===== src/rtl/fifo_rd_streamer_if.sv =====
// Bundle between the read-side streamer, the async FIFO read port and the
// downstream stream consumer. master = streamer view, slave = environment view.
interface fifo_rd_streamer_if #(
  parameter int DSIZE = 32,
  parameter int ASIZE = 6
);
  logic             Enable;
  logic [DSIZE-1:0] FifoQ;
  logic             FifoEmpty;
  logic [ASIZE:0]   FifoRdDataNum;
  logic             FifoRdEn;
  logic [DSIZE-1:0] OutData;
  logic             OutValid;
  logic             OutReady;
  logic             Underrun;
  logic [15:0]      UnderrunCnt;
  logic [1:0]       State;

  modport master (
    input  Enable, FifoQ, FifoEmpty, FifoRdDataNum, OutReady,
    output FifoRdEn, OutData, OutValid, Underrun, UnderrunCnt, State
  );

  modport slave (
    output Enable, FifoQ, FifoEmpty, FifoRdDataNum, OutReady,
    input  FifoRdEn, OutData, OutValid, Underrun, UnderrunCnt, State
  );
endinterface


===== src/rtl/fifo_rd_streamer.sv =====
// Read-side FIFO consumer: prefill to START_LVL, then stream through a 2-entry
// buffer that hides the FIFO's 1-cycle read latency; underrun falls back to prefill.
module fifo_rd_streamer #(
  parameter int DSIZE     = 32,
  parameter int ASIZE     = 6,
  parameter int START_LVL = 16
) (
  input  logic                RdClock,
  input  logic                RPReset,
  fifo_rd_streamer_if.master  bus
);
  typedef enum logic [1:0] {IDLE = 2'd0, PREFILL = 2'd1, STREAM = 2'd2} state_e;

  localparam logic [ASIZE:0] START_W = (ASIZE+1)'(START_LVL);

  state_e                     state_q, state_d;
  logic [1:0]                 occ_q, occ_d;
  logic                       inflight_q, inflight_d;
  logic [1:0][DSIZE-1:0]      buf_q, buf_d;
  logic [15:0]                ucnt_q, ucnt_d;

  logic       xfer, pop, underrun;
  logic [2:0] credit;
  logic [1:0] wr_slot;

  // Credit counts the buffer entries already committed (held + in flight)
  // after this cycle's transfer, so a pop never lands on a full buffer.
  always_comb begin
    xfer     = (occ_q != 2'd0) & bus.OutReady;
    credit   = 3'(occ_q) + 3'(inflight_q) - 3'(xfer);
    pop      = (state_q == STREAM) & bus.Enable & ~bus.FifoEmpty & (credit < 3'd2);
    underrun = (state_q == STREAM) & bus.Enable & (occ_q == 2'd0) & ~inflight_q &
               bus.FifoEmpty & bus.OutReady;
  end

  always_comb begin
    state_d = state_q;
    if (!bus.Enable) begin
      state_d = IDLE;
    end else begin
      case (state_q)
        IDLE:    state_d = PREFILL;
        PREFILL: if (bus.FifoRdDataNum >= START_W) state_d = STREAM;
        STREAM:  if (underrun) state_d = PREFILL;
        default: state_d = IDLE;
      endcase
    end
  end

  // Head is entry 0; the returning word goes to the first slot left free
  // once this cycle's transfer has shifted the buffer.
  always_comb begin
    buf_d      = buf_q;
    inflight_d = pop;
    wr_slot    = occ_q - {1'b0, xfer};
    if (xfer && occ_q == 2'd2) buf_d[0] = buf_q[1];
    if (inflight_q) begin
      if (wr_slot[0]) buf_d[1] = bus.FifoQ;
      else            buf_d[0] = bus.FifoQ;
    end
    occ_d = occ_q + {1'b0, inflight_q} - {1'b0, xfer};
  end

  always_comb begin
    ucnt_d = ucnt_q;
    if (underrun && ucnt_q != 16'hFFFF) ucnt_d = ucnt_q + 16'd1;
  end

  always_ff @(posedge RdClock or posedge RPReset) begin
    if (RPReset) begin
      state_q    <= IDLE;
      occ_q      <= 2'd0;
      inflight_q <= 1'b0;
      buf_q      <= '0;
      ucnt_q     <= 16'd0;
    end else begin
      state_q    <= state_d;
      occ_q      <= occ_d;
      inflight_q <= inflight_d;
      buf_q      <= buf_d;
      ucnt_q     <= ucnt_d;
    end
  end

  assign bus.FifoRdEn    = pop;
  assign bus.OutData     = buf_q[0];
  assign bus.OutValid    = (occ_q != 2'd0);
  assign bus.Underrun    = underrun;
  assign bus.UnderrunCnt = ucnt_q;
  assign bus.State       = state_q;
endmodule


===== src/flat_wrapper.sv =====
// flat-port wrapper written by rule: the top's interface ports become plain ports
module fifo_rd_streamer_flat 
#(
  parameter int DSIZE     = 32,
  parameter int ASIZE     = 6,
  parameter int START_LVL = 16
)
  (RdClock, RPReset, bus_Enable, bus_FifoQ, bus_FifoEmpty, bus_FifoRdDataNum, bus_OutReady, bus_FifoRdEn, bus_OutData, bus_OutValid, bus_Underrun, bus_UnderrunCnt, bus_State);
  fifo_rd_streamer_if #(.DSIZE(DSIZE), .ASIZE(ASIZE)) bus_i ();
  input  logic RdClock;
  input  logic RPReset;
  input wire logic [$bits(bus_i.Enable)-1:0] bus_Enable;
  input wire logic [$bits(bus_i.FifoQ)-1:0] bus_FifoQ;
  input wire logic [$bits(bus_i.FifoEmpty)-1:0] bus_FifoEmpty;
  input wire logic [$bits(bus_i.FifoRdDataNum)-1:0] bus_FifoRdDataNum;
  input wire logic [$bits(bus_i.OutReady)-1:0] bus_OutReady;
  output wire logic [$bits(bus_i.FifoRdEn)-1:0] bus_FifoRdEn;
  output wire logic [$bits(bus_i.OutData)-1:0] bus_OutData;
  output wire logic [$bits(bus_i.OutValid)-1:0] bus_OutValid;
  output wire logic [$bits(bus_i.Underrun)-1:0] bus_Underrun;
  output wire logic [$bits(bus_i.UnderrunCnt)-1:0] bus_UnderrunCnt;
  output wire logic [$bits(bus_i.State)-1:0] bus_State;
  assign bus_i.Enable = bus_Enable;
  assign bus_i.FifoQ = bus_FifoQ;
  assign bus_i.FifoEmpty = bus_FifoEmpty;
  assign bus_i.FifoRdDataNum = bus_FifoRdDataNum;
  assign bus_i.OutReady = bus_OutReady;
  assign bus_FifoRdEn = bus_i.FifoRdEn;
  assign bus_OutData = bus_i.OutData;
  assign bus_OutValid = bus_i.OutValid;
  assign bus_Underrun = bus_i.Underrun;
  assign bus_UnderrunCnt = bus_i.UnderrunCnt;
  assign bus_State = bus_i.State;
  fifo_rd_streamer #(.DSIZE(DSIZE), .ASIZE(ASIZE), .START_LVL(START_LVL)) u_core (.RdClock(RdClock), .RPReset(RPReset), .bus(bus_i));
endmodule

===== config.mk =====
export PLATFORM = sky130hd
export DESIGN_NAME = fifo_rd_streamer_flat
export DESIGN_NICKNAME = d
export VERILOG_FILES = /design/src/rtl/fifo_rd_streamer_if.sv /design/src/rtl/fifo_rd_streamer.sv /design/src/flat_wrapper.sv
export SDC_FILE = /design/constraint.sdc
export NUM_CORES = 1
export LEC_CHECK = 0
export ABC_CLOCK_PERIOD_IN_PS = 3200
export CAP_MARGIN = 5
export CELL_PAD_IN_SITES_DETAIL_PLACEMENT = 1
export CELL_PAD_IN_SITES_GLOBAL_PLACEMENT = 1
export CORE_UTILIZATION = 39
export CTS_CLUSTER_SIZE = 30
export DETAILED_ROUTE_END_ITERATION = 7
export GPL_ROUTABILITY_DRIVEN = 1
export PLACE_DENSITY = 0.92
export SLEW_MARGIN = 15
export SYNTH_ARGS = -nofsm -noshare
export SYNTH_HDL_FRONTEND = slang
export SYNTH_SLANG_ARGS = --single-unit

===== constraint.sdc =====
create_clock -name RdClock -period 3.2 [get_ports RdClock]
set_input_delay 0.48 -clock RdClock [delete_from_list [all_inputs] [get_ports RdClock]]
set_output_delay 0.48 -clock RdClock [all_outputs]
set_load 0.02 [all_outputs]

After elaboration in Yosys (flattened, before gate mapping)
Cells that the tools add are included.

cells by class
  add/subtract/negate cells = 6
  $mul = 0
  divide/modulo/power cells = 0
  magnitude comparators = 2
  equality and inequality tests = 6
  shift-type cells = 0
  multiplexer cells = 7
  bitwise gates (word level) = 10
  reduce and logical (&&, ||, !) cells = 7

operators by type and width
  kind                                                                           count
  32-bit 2-to-1 mux                                                              3
  16-bit by 1-bit adder with 16-bit output (second input constant)               1
  16-bit != test (second input constant)                                         1
  1-bit bitwise AND                                                              8
  7-bit by 5-bit >= comparator with 1-bit output (second input constant)         1
  2-bit 2-to-1 mux                                                               3
  3-bit by 2-bit != test with 1-bit output (second input constant)               2
  2-bit one-hot mux with 3 select lines                                          1
  2-bit == test (second input constant)                                          2
  2-bit zero test                                                                2
  2-bit AND reduction                                                            2
  2-bit by 1-bit adder with 3-bit output                                         1
  3-bit by 2-bit less-than comparator with 1-bit output (second input constant)  1
  3-bit by 1-bit subtractor with 3-bit output                                    1
  2-bit by 1-bit adder with 2-bit output                                         1
  2-bit by 1-bit == test with 1-bit output (second input constant)               1
  1-bit logical AND                                                              2
  1-bit inverter                                                                 2
  2-bit nonzero test                                                             1
  2-bit by 1-bit subtractor with 2-bit output                                    1
  1-bit subtractor                                                               1

word-level totals
  bits in registers = 85
  latch bits = 0
  memory bits (writable) = 0
  ROM bits = 0
  bits of input ports = 44
  output and inout port bits = 53
  logic and storage cells = 44
  memories = 0

Logic depth before layout (Yosys ltp)
  word-level depth = 9
  depth in mapped cells = 8
  gate-level depth less buffers = 6

Least setup slack after synthesis
Ideal clock, no wire load.

  path type = input to output
  start = in bus_OutReady
  end = out bus_FifoRdEn
  data arrival time = 2.584 ns
  required time = 2.720 ns
  slack = 0.136 ns
  stages on the path = 7
  path buffers = 2
  path through = nand3b_1 buf_2 buf_2 o21ai_0 ha_1 fa_1 nor4_1

between the ends
  longest elaborated chain between the ends = 4

RTL lines
  what                                                   RTL line                source
  start, declared                                        flat_wrapper.sv:16      input wire logic [$bits(bus_i.OutReady)-1:0] bus_OutReady;
  1-bit bitwise AND                                      fifo_rd_streamer.sv:29  xfer = (occ_q != 2'd0) & bus.OutReady;
  3-bit by 1-bit subtractor with 3-bit output            fifo_rd_streamer.sv:30  credit = 3'(occ_q) + 3'(inflight_q) - 3'(xfer);
  via u_core.credit[1]                                   fifo_rd_streamer.sv:23  logic [2:0] credit;
  3-bit by 2-bit less-than comparator with 1-bit output  fifo_rd_streamer.sv:31  pop = (state_q == STREAM) & bus.Enable & ~bus.FifoEmpty & (credit < 3'd2);
  1-bit bitwise AND                                      fifo_rd_streamer.sv:31
  end, declared                                          flat_wrapper.sv:17      output wire logic [$bits(bus_i.FifoRdEn)-1:0] bus_FifoRdEn;

The timed path passes the listed nets, and every way through them passes these cells.

Worst setup path in the final report
Same ends and word-level chain as after synthesis.

==> impl_metrics.env <==
export IMPL_drc=0
export IMPL_max_vdd_ir_drop_mv=0.294
export IMPL_routedWlPerCell_um=17.0
export IMPL_netlist_area_um2=4000
export IMPL_drv_slew=0
export IMPL_crit_fanout=3
export IMPL_cp_start_kind="primary input"
export IMPL_numCtsBuffers=9
export IMPL_insertedDiodeCount=0
export IMPL_pwr_share_comb=0.362
export IMPL_wirelength_um=9270
export IMPL_core_area_um2=9860
export IMPL_die_area_um2=10700
export IMPL_yosysWarnings=0
export IMPL_clock_latency_ps=340
export IMPL_num_io_pins=97
export IMPL_power_leakage_uw=0.00244
export IMPL_crit_arrival_ps=2520
export IMPL_yosys_top_cells_area="dfrtp_1 (53%), mux2_2 (9.3%), mux2i_1 (8.0%)"
export IMPL_ys_ff_latch=85
export IMPL_swShare=0.329
export IMPL_fin_area_um2=5060
export IMPL_cts_reportedPaths_clkPinSlew_ps=70
export IMPL_synth_edf_count=0
export IMPL_timing_fmax_mhz=334
export IMPL_mappedNetlistNets=391
export IMPL_synth_seq_area_share=0.532
export IMPL_nets=456
export IMPL_die_y_um=103
export IMPL_relSlewSlack=0.502
export IMPL_vias=2777
export IMPL_postLayoutCoreUtil=0.513
export IMPL_io_buffers=92
export IMPL_p_sw_uw=1190
export IMPL_async_flop_share=1.00
export IMPL_timing_worst_setup_path_type="in2out"
export IMPL_rows=36
export IMPL_grt_overflow=0
export IMPL_cts_buffer_depth=2
export IMPL_start_util=0.405
export IMPL_dp_hpwl_um=6730
export IMPL_required_ps=2720
export IMPL_fin_crit_sh=0.936
export IMPL_pwr_density_cell_nw_per_um2=715
export IMPL_synth_top_area_share=0.532
export IMPL_synth_cell_type_count=34
export IMPL_area_delta_synth_final_pct=26.7
export IMPL_rr_endpoint="u_core.bus.OutData[24]$_DFF_PP0_"
export IMPL_avgSynthCellArea_um2=11.6
export IMPL_drtIter0Drc=49
export IMPL_cp_end_kind="output pin"
export IMPL_clock_sinks=85
export IMPL_grt_total_usage=0.186
export IMPL_power_share_sequential=0.438
export IMPL_cts_max_level=3
export IMPL_min_path_type="reg2reg"
export IMPL_gp_congestion=0.785
export IMPL_synthCells=343
export IMPL_cts_tree="yes"
export IMPL_yosysTopAreaCell="dfrtp_1"
export IMPL_hold_violations=0
export IMPL_period_minus_slack_ps=3000
export IMPL_p_int_uw=2430
export IMPL_grt_max_degree=46
export IMPL_clock_skew_ps=13.2
export IMPL_reg2regPathDepth=6
export IMPL_max_cap_viol_count=0
export IMPL_synthTopCellsByCount="dfrtp_1 (85), nand2_1 (37), o21ai_0 (34), mux2_2 (33)"
export IMPL_status="finished clean"
export IMPL_postCtsHoldBufs=0
export IMPL_ant_nets=0
export IMPL_cts_setup_buffers=0
export IMPL_grt_pass1_vias=2963
export IMPL_yosysMostFrequentCell="dfrtp_1"
export IMPL_synth_flop_cell="dfrtp_1"
export IMPL_pwr_share_clk=0.199
export IMPL_grt_first_pass_wirelength_um=14900
export IMPL_drt_vias_per_instance=5.10
export IMPL_postPlaceCellArea_um2=4880
export IMPL_cp_endpoint="bus_FifoRdEn"
export IMPL_r2r_start="u_core.occ_q[1]$_DFF_PP0_"
export IMPL_die_w_um=103
export IMPL_crit_path_start="bus_OutReady"
export IMPL_setup_viol=0
export IMPL_cts_root_buf="clkbuf_8"
export IMPL_r2r_slack_ps=760
export IMPL_holdWs_ps=508
export IMPL_grt_antenna_before_repair=0
export IMPL_drive_gt1_frac=0.165
export IMPL_tightest_slew_ps=746
export IMPL_rsz0062_at_grt="no"
export IMPL_dr_pass1_iters=4
export IMPL_tns_ps=0
cell usage in the layout (no fill, tap or decap), drive strengths merged:
| cell type | n |
|---|---|
| buf | 10 |
| nand3 | 6 |
| o21a | 2 |
| fa | 1 |
| and4 | 2 |
| nand3b | 2 |
| xor2 | 11 |
| clkdlybuf4s50 | 91 |
| nor2 | 2 |
| a21oi | 1 |
| bufinv | 1 |
| o21ai | 34 |
| nand2 | 37 |
| mux2i | 32 |
| inv | 6 |
| mux2 | 34 |
| and3b | 1 |
| nor3b | 2 |
| clkinv | 2 |
| clkbuf | 12 |
| o211a | 1 |
| ha | 3 |
| nor3 | 6 |
| and4bb | 2 |
| xnor2 | 4 |
| nor4 | 11 |
| nand4 | 6 |
| clkinvlp | 2 |
| dfrtp | 85 |
| and3 | 2 |
| nand2b | 1 |
what timing repair did:
action,in CTS,in global routing
pin swaps,0,0
hold endpoints to repair,0,0
setup endpoints to repair,1,1
gates resized for setup,1,3
worst min-delay path by stage:
stage | startpoint | to | slack [ps] | cells past startpoint
after floorplan | u_core.buf_q[61]$_DFFE_PP0P_ | u_core.buf_q[61]$_DFFE_PP0P_ | 480 | 1
after global placement | u_core.buf_q[35]$_DFFE_PP0P_ | u_core.buf_q[35]$_DFFE_PP0P_ | 490 | 1
after detailed placement | u_core.buf_q[57]$_DFFE_PP0P_ | u_core.buf_q[57]$_DFFE_PP0P_ | 500 | 1
after CTS | u_core.buf_q[44]$_DFFE_PP0P_ | u_core.buf_q[44]$_DFFE_PP0P_ | 510 | 1
after global routing | u_core.buf_q[44]$_DFFE_PP0P_ | u_core.buf_q[44]$_DFFE_PP0P_ | 520 | 1
final | u_core.buf_q[44]$_DFFE_PP0P_ | u_core.buf_q[44]$_DFFE_PP0P_ | 510 | 1
kinds of logic after synthesis:
kind of cell / Yosys count / synth area share
AO/OA/AOI/OAI: 38 / 0.0501
XOR/XNOR: 15 / 0.0329
adder cells (fa/ha/maj): 4 / 0.0144
buffers and inverters: 55 / 0.0836
flip-flops: 85 / 0.532
multiplexers: 66 / 0.177
AND/OR/NAND/NOR: 80 / 0.110
state kept, by name, summed over array words and instances, names as in the netlist:
register and count:
u_core.bus.UnderrunCnt 16, u_core.bus.OutData 32, u_core.inflight_q 1, u_core.bus.State 2, u_core.occ_q 2, u_core.buf_q 32
critical path, stage by stage:
cell and delay (ps):
clkdlybuf4s50_1 490, nand3b_1 100, o21ai_0 150, ha_1 230, fa_1 450, nor4_2 290, buf_4 160, clkbuf_2 160
per-stage QoR:
stage	setup slack (ps)	total power, µW	instances
floorplan	136	2540	343
global placement	-136	2840	530
detailed placement	-219	2940	530
CTS	33.2	3670	545
global route	75.1	3840	545
finish	203	3620	545
final cells by class:
type | instances | area (µm²)
Inverter | 7 | 27.5
Timing Repair Buffer | 102 | 1020
Clock buffer | 11 | 131
Clock inverter | 4 | 50.0
Sequential cell | 85 | 2130
Multi-Input combinational cell | 203 | 1540
Fill cell | 1035 | 4800
Tap cell | 133 | 166
routing by layer:
metal	vias up	wire length (µm)	global-route usage
li1	1288	-	-
met1	1414	3790	0.213
met2	66	4980	0.343
met3	9	367	0.0403
met4	0	129	0.0628
met5	-	0	0
power groups by stage:
stage	sequential (µW)	clock [µW]	combinational [µW]
2_1_floorplan	1550	0	985
3_3_place_gp	1580	0	1260
3_5_place_dp	1610	0	1320
4_1_cts	1590	746	1330
5_1_grt	1630	788	1420
6_report	1580	721	1310
No activity file was read; power rests on OpenSTA's default activity.
